$ cat src/rtl/pam4_isi_channel.sv
// pam4_isi_channel: FIR ISI channel with optional LFSR noise and output saturation for PAM-4 sample streams.
module pam4_isi_channel #(
  parameter int SIGNAL_RESOLUTION = 8,
  parameter int NUM_TAPS = 4,
  parameter int TAP_WIDTH = 8,
  parameter int TAP_FRAC = 6,
  parameter int NOISE_BITS = 3,
  localparam int AW = NUM_TAPS > 1 ? $clog2(NUM_TAPS) : 1
) (
  input  logic                                clk,
  input  logic                                rst,
  input  logic signed [SIGNAL_RESOLUTION-1:0] voltage_level_in,
  input  logic                                voltage_level_in_valid,
  input  logic                                tap_wr_en,
  input  logic [AW-1:0]                       tap_addr,
  input  logic signed [TAP_WIDTH-1:0]         tap_data,
  input  logic                                noise_en,
  output logic signed [SIGNAL_RESOLUTION-1:0] voltage_level_out,
  output logic                                voltage_level_out_valid
);
  localparam int SR = SIGNAL_RESOLUTION;
  localparam int PW = SR + TAP_WIDTH;
  localparam int ACCW = PW + $clog2(NUM_TAPS);
  localparam logic signed [ACCW:0] MAXV = (ACCW+1)'((2 ** (SR - 1)) - 1);
  localparam logic signed [ACCW:0] MINV = (ACCW+1)'(-(2 ** (SR - 1)));
  localparam logic signed [TAP_WIDTH-1:0] UNITY = TAP_WIDTH'(1 << TAP_FRAC);
  logic signed [SR-1:0] x_q [NUM_TAPS];
  logic signed [SR-1:0] x_d [NUM_TAPS];
  logic signed [TAP_WIDTH-1:0] h_q [NUM_TAPS];
  logic signed [TAP_WIDTH-1:0] h_d [NUM_TAPS];
  logic signed [PW-1:0] p_q [NUM_TAPS];
  logic signed [PW-1:0] p_d [NUM_TAPS];
  logic signed [NOISE_BITS-1:0] n_q, n_d;
  logic [15:0] lfsr_q, lfsr_d;
  logic v1_q, v2_q;
  logic signed [SR-1:0] out_q, out_d;
  logic signed [ACCW-1:0] acc;
  logic signed [ACCW:0] res;
  // products use the freshly shifted history but the coefficients from before any same-cycle write
  always_comb begin
    x_d = x_q;
    h_d = h_q;
    p_d = p_q;
    n_d = n_q;
    lfsr_d = lfsr_q;
    acc = '0;
    if (voltage_level_in_valid) begin
      x_d[0] = voltage_level_in;
      for (int k = 1; k < NUM_TAPS; k++) x_d[k] = x_q[k-1];
      for (int k = 0; k < NUM_TAPS; k++) p_d[k] = PW'(x_d[k]) * PW'(h_q[k]);
      n_d = noise_en ? NOISE_BITS'(lfsr_q) : '0;
      lfsr_d = {lfsr_q[0] ^ lfsr_q[2] ^ lfsr_q[3] ^ lfsr_q[5], lfsr_q[15:1]};
    end
    if (tap_wr_en && 32'(tap_addr) < NUM_TAPS) h_d[tap_addr] = tap_data;
    for (int k = 0; k < NUM_TAPS; k++) acc = acc + ACCW'(p_q[k]);
    res = (ACCW+1)'(acc >>> TAP_FRAC) + (ACCW+1)'(n_q);
    out_d = res > MAXV ? SR'(MAXV) : res < MINV ? SR'(MINV) : SR'(res);
  end
  always_ff @(posedge clk) begin
    if (rst) begin
      for (int k = 0; k < NUM_TAPS; k++) begin
        x_q[k] <= '0;
        p_q[k] <= '0;
        h_q[k] <= '0;
      end
      h_q[0] <= UNITY;
      n_q <= '0;
      lfsr_q <= 16'hACE1;
      v1_q <= 1'b0;
      v2_q <= 1'b0;
      out_q <= '0;
    end else begin
      x_q <= x_d;
      h_q <= h_d;
      p_q <= p_d;
      n_q <= n_d;
      lfsr_q <= lfsr_d;
      v1_q <= voltage_level_in_valid;
      v2_q <= v1_q;
      if (v1_q) out_q <= out_d;
    end
  end
  assign voltage_level_out = out_q;
  assign voltage_level_out_valid = v2_q;
endmodule
$ cat config.mk
export PLATFORM = sky130hd
export DESIGN_NAME = pam4_isi_channel
export DESIGN_NICKNAME = d
export VERILOG_FILES = /design/src/rtl/pam4_isi_channel.sv
export SDC_FILE = /design/constraint.sdc
export NUM_CORES = 1
export LEC_CHECK = 0
export ABC_AREA = 1
export CAP_MARGIN = 5
export CORE_MARGIN = 5
export CORE_UTILIZATION = 39
export DETAILED_ROUTE_END_ITERATION = 8
export GPL_ROUTABILITY_DRIVEN = 0
export SETUP_SLACK_MARGIN = 0.05
export SYNTH_ARGS = -nofsm -noshare
export SYNTH_HDL_FRONTEND = slang
export SYNTH_SLANG_ARGS = --single-unit
$ cat constraint.sdc
create_clock -name clk -period 5.12 [get_ports clk]
set_input_delay 0.768 -clock clk [delete_from_list [all_inputs] [get_ports clk]]
set_output_delay 0.768 -clock clk [all_outputs]
set_load 0.005 [all_outputs]
==> results list <==
- For this run, the register share of the synthesized area comes to 0.1678.
- From synthesis to final layout, the design area changed by 9.227%.
- CTS root buf: sky130_fd_sc_hd__clkbuf_16
- VDD sags by at most 0.1750 mV.
* Post-Route WL: roughly 42000 um
- Synth Register Bits: around 150
- OpenSTA, run right after detailed placement, puts the worst setup slack at -0.03566 ns.
* Clock transition time at the flip-flop clock pins of the worst setup and hold paths: 0.07 ns
- Most area-hungry cell type in the Yosys netlist: sky130_fd_sc_hd__fa_1
* Later-pin clock latency in the skew report: 0.44 ns
- For this run, the top clock speed supported by timing is 211.3 MHz.
- Vias in the first global route: approximately 15000
- Number of cells produced by synthesis: 2356
- Total negative slack: 0 ns
- Startpoint type of the worst setup path: flip-flop
- Largest cells by area after synthesis: sky130_fd_sc_hd__fa_1 28%, sky130_fd_sc_hd__dfxtp_1 17%, sky130_fd_sc_hd__inv_1 13%, sky130_fd_sc_hd__ha_1 10%, sky130_fd_sc_hd__nand2_1 9.0%
- Number of inserted diodes: 0
- Setup repair after global routing left no endpoint under its margin.
* Top delay family on crit path: adder cells
- Pin placement for this block handled 32 I/O pins.
- The mapped netlist covers 0.01778 mm2.
- Critical path type: reg2reg
- Proportion of netlist area held by the largest area contributor: 0.2849
- In this run the core area contains a little under 80 standard-cell rows.
- Antenna violation net count after detailed routing: 0
- For the worst setup path, the data required time is ~5.4 ns.
- Status: finished clean
- Register-to-register setup slack: 0.39 ns
- Summed over all cells, the static leakage comes to 10.45 nW.
- Tot Pwr: 0.004917 W
* Dominant register cell in the synthesized netlist: sky130_fd_sc_hd__dfxtp_1
- TritonCTS built the clock tree.
- The number of nets in the synthesized netlist is roughly 2800.
- Endpoint type of the worst setup path: flip-flop
- Max Cap Viol: 0
* Area used by sequential logic in the layout: 0.002983 mm2
- The finished cells cover 0.01942 mm2.
- Number of setup violations in the final report: 0
* Number of nets in the finished design: between 2000 and 3000
- DIE AREA: roughly 0.050 mm2
- Number of buffers added by the clock tree synthesis step: 17
* Slack of the critical path: around 0.39 ns
- Aggregate global-route resource usage: 0.1787
- Worst EP arrival: between 5 and 6 ns
- The routed design could run at a clock period as short as approximately 4.7 ns.
- The floorplan step set the die height to 223.5 um.
- In this run the power density over the cells is 253.2 mW/mm2.
- The routed layout has 14040 vias.
- EDFF count, synth: 0
* Number of distinct library cells after synthesis: 37
* Worst-case clock buffer depth: 2
- Slew HR: 0.3904
- Antenna violations before repair: 1
* Global-route congestion overflow total: 0
* Routed wire length per instance: 14.34 um
- Of all flip-flops after synthesis, the portion carrying an async set or reset was 0.
* Estimated wirelength of the detail-placed design: about 35000 um
- Placement-stage cell area: 0.01880 mm2
* Worst clock skew: 0.01597 ns
- Classification of the worst-slack hold path: reg2reg
- The pre-antenna-repair detailed-routing pass consisted of 5 iterations.
- Fraction of the core area covered by cells at the end of the flow: 0.4288
- Depth of the CTS H-tree: 4
* Warnings, synthesis: 0
- Along the worst path, the maximum fanout reaches 7.
- Number of I/O port buffers: 31
- The critical path goes through nand2_1 -> fa_1 -> inv_1 -> fa_1 -> inv_1 -> fa_1 -> fa_1 -> inv_1 -> ha_1 -> nand2_1 -> nor3_1 -> nand3_1 -> nand4_1 -> nand3_1 -> o211ai_1 -> inv_1.
- Summing all multi-input logic gate instances after layout gives 0.01208 mm2.
- Standard cell core area: 0.04528 mm2
* CTS Sinks: 149
- Cell with the biggest individual delay on the critical path: sky130_fd_sc_hd__fa_1
* Count of buffer and inverter cells on the critical path: 4
- The first global-routing pass estimated 73400 um of wire.
- Fraction of layout cells with a size suffix above 1: 0.05501
* CP max stage delay: 0.76 ns
* DRC violation count after routing: 0
- After filler insertion, the fill cell instance count of the layout stands at 4660.
* Number of failing hold endpoints at the final stage: 0
- Averaged over all synthesized cells, the footprint is 7.545 um2.
- Entering global routing, the biggest net connects 84 pins.
* Slew of the pin with the lowest slew margin: 0.9144 ns
- Average vias per placed instance: 4.737
- In this run the horizontal extent of the chip is 223.5 um.
- Fin crit share: 0.9243
- In this run, the number of DRC markers left after iteration 0 of detailed routing was about 760.
- Starting utilization of the core area: 0.3926
- The number of slew-limit violations in the final report was 0.
[cells in the mapped netlist (2+ instances only)]
cell                         n
sky130_fd_sc_hd__a211oi_1    3
sky130_fd_sc_hd__a21boi_0    2
sky130_fd_sc_hd__a21boi_1    2
sky130_fd_sc_hd__a21oi_1   124
sky130_fd_sc_hd__a21oi_2     5
sky130_fd_sc_hd__a31oi_1     7
sky130_fd_sc_hd__buf_1       7
sky130_fd_sc_hd__clkbuf_1   93
sky130_fd_sc_hd__dfxtp_1   149
sky130_fd_sc_hd__fa_1      253
sky130_fd_sc_hd__ha_1      144
sky130_fd_sc_hd__inv_1     621
sky130_fd_sc_hd__nand2_1   428
sky130_fd_sc_hd__nand2_2     9
sky130_fd_sc_hd__nand3_1    69
sky130_fd_sc_hd__nand3_2     4
sky130_fd_sc_hd__nand4_1    15
sky130_fd_sc_hd__nor2_1    136
sky130_fd_sc_hd__nor2_2      3
sky130_fd_sc_hd__nor3_1     11
sky130_fd_sc_hd__nor4_1      2
sky130_fd_sc_hd__o211ai_1    6
sky130_fd_sc_hd__o21ai_0   145
sky130_fd_sc_hd__o21bai_1    3
sky130_fd_sc_hd__o221ai_1    2
sky130_fd_sc_hd__o31ai_1     3
sky130_fd_sc_hd__or2_2      27
sky130_fd_sc_hd__xnor2_1    35
sky130_fd_sc_hd__xor2_1     40
[cells by family after synthesis]
| group | synth area share |
|---|---|
| compound gates | 0.09227 |
| xor+xnor | 0.03695 |
| fa+ha+maj | 0.3863 |
| buf+inv | 0.1527 |
| flops | 0.1678 |
| simple gates | 0.1640 |
[per-stage QoR]
step                hold WS (ns)  std cells
floorplan                 0.4292       2356
global placement          0.4380       2931
detailed placement        0.4427       2931
CTS                       0.4590       2963
global route              0.4899       2963
finish                    0.4543       2963
[layout make-up]
cell class	instances	share of cell area
clock buffers	17	0.02191
clock inverters	15	0.009923
inverters	622	0.1203
multi-input cells	1484	0.6221
flip-flops and latches	149	0.1536
well taps	600	0.03866
repair buffers	76	0.03351
[worst paths after layout]
kind / to / cells after the start / start
worst max-delay path: p_q[30] / 16 / x_q[23]
worst min-delay path: lfsr_q[7] / 2 / lfsr_q[7]
worst max register to register: p_q[30] / 16 / x_q[23]
worst min register to register: lfsr_q[7] / 2 / lfsr_q[7]
[layout by cell type, fill, tap and decap left out, types with 3 or more instances in the layout]
cell and count:
sky130_fd_sc_hd__inv_1 619, sky130_fd_sc_hd__nand2_1 428, sky130_fd_sc_hd__fa_1 253, sky130_fd_sc_hd__dfxtp_1 149, sky130_fd_sc_hd__o21ai_0 144, sky130_fd_sc_hd__ha_1 144
sky130_fd_sc_hd__nor2_1 136, sky130_fd_sc_hd__a21oi_1 124, sky130_fd_sc_hd__nand3_1 69, sky130_fd_sc_hd__buf_4 44, sky130_fd_sc_hd__xor2_1 40, sky130_fd_sc_hd__xnor2_1 35
sky130_fd_sc_hd__clkdlybuf4s50_1 29, sky130_fd_sc_hd__or2_2 27, sky130_fd_sc_hd__clkbuf_16 17, sky130_fd_sc_hd__nand4_1 15, sky130_fd_sc_hd__nor3_1 11, sky130_fd_sc_hd__nand2_2 9
sky130_fd_sc_hd__a31oi_1 7, sky130_fd_sc_hd__o211ai_1 6, sky130_fd_sc_hd__a21oi_2 5, sky130_fd_sc_hd__inv_6 5, sky130_fd_sc_hd__nand3_2 4, sky130_fd_sc_hd__o21bai_1 3
sky130_fd_sc_hd__a211oi_1 3, sky130_fd_sc_hd__clkinv_2 3, sky130_fd_sc_hd__nor2_2 3, sky130_fd_sc_hd__o31ai_1 3, sky130_fd_sc_hd__bufinv_16 3, sky130_fd_sc_hd__clkinv_4 3
[power by group]
| part | total (W) | internal (W) | leakage, nW | switching (W) |
|---|---|---|---|---|
| registers | 0.00136 | 0.00125 | 1.23 | 0.000113 |
| logic | 0.00221 | 0.000853 | 8.91 | 0.00136 |
| clock network | 0.00134 | 0.000782 | 0.307 | 0.000561 |
| total | 0.00492 | 0.00289 | 10.4 | 0.00203 |
[state kept, by name (all words and copies together), names as in the netlist]
name                     count
h_q                         32
lfsr_q                      16
n_q                          3
p_q                         64
v1_q                         1
voltage_level_out            8
voltage_level_out_valid      1
x_q                         24
[per-layer routing]
layer | part of all wire | routed length [um] | global-route usage
met5 | 0 | 0 | 0
met1 | 0.46 | 19390 | 0.2339
met4 | 0.021 | 886 | 0.04407
met3 | 0.032 | 1344 | 0.02316
met2 | 0.49 | 20870 | 0.3146
[what timing repair did]
item                       4_1_cts  5_1_grt
gates resized for setup          0        1
setup endpoints to repair        0        6
buffers inserted                 0        0
hold buffers                     0        0
[worst min-delay path, stage by stage (launching register included)]
cell and delay [ns]:
sky130_fd_sc_hd__dfxtp_1 0.32, sky130_fd_sc_hd__nand2_1 0.05, sky130_fd_sc_hd__nand3_1 0.05
Power figures use the tool's default switching activity.
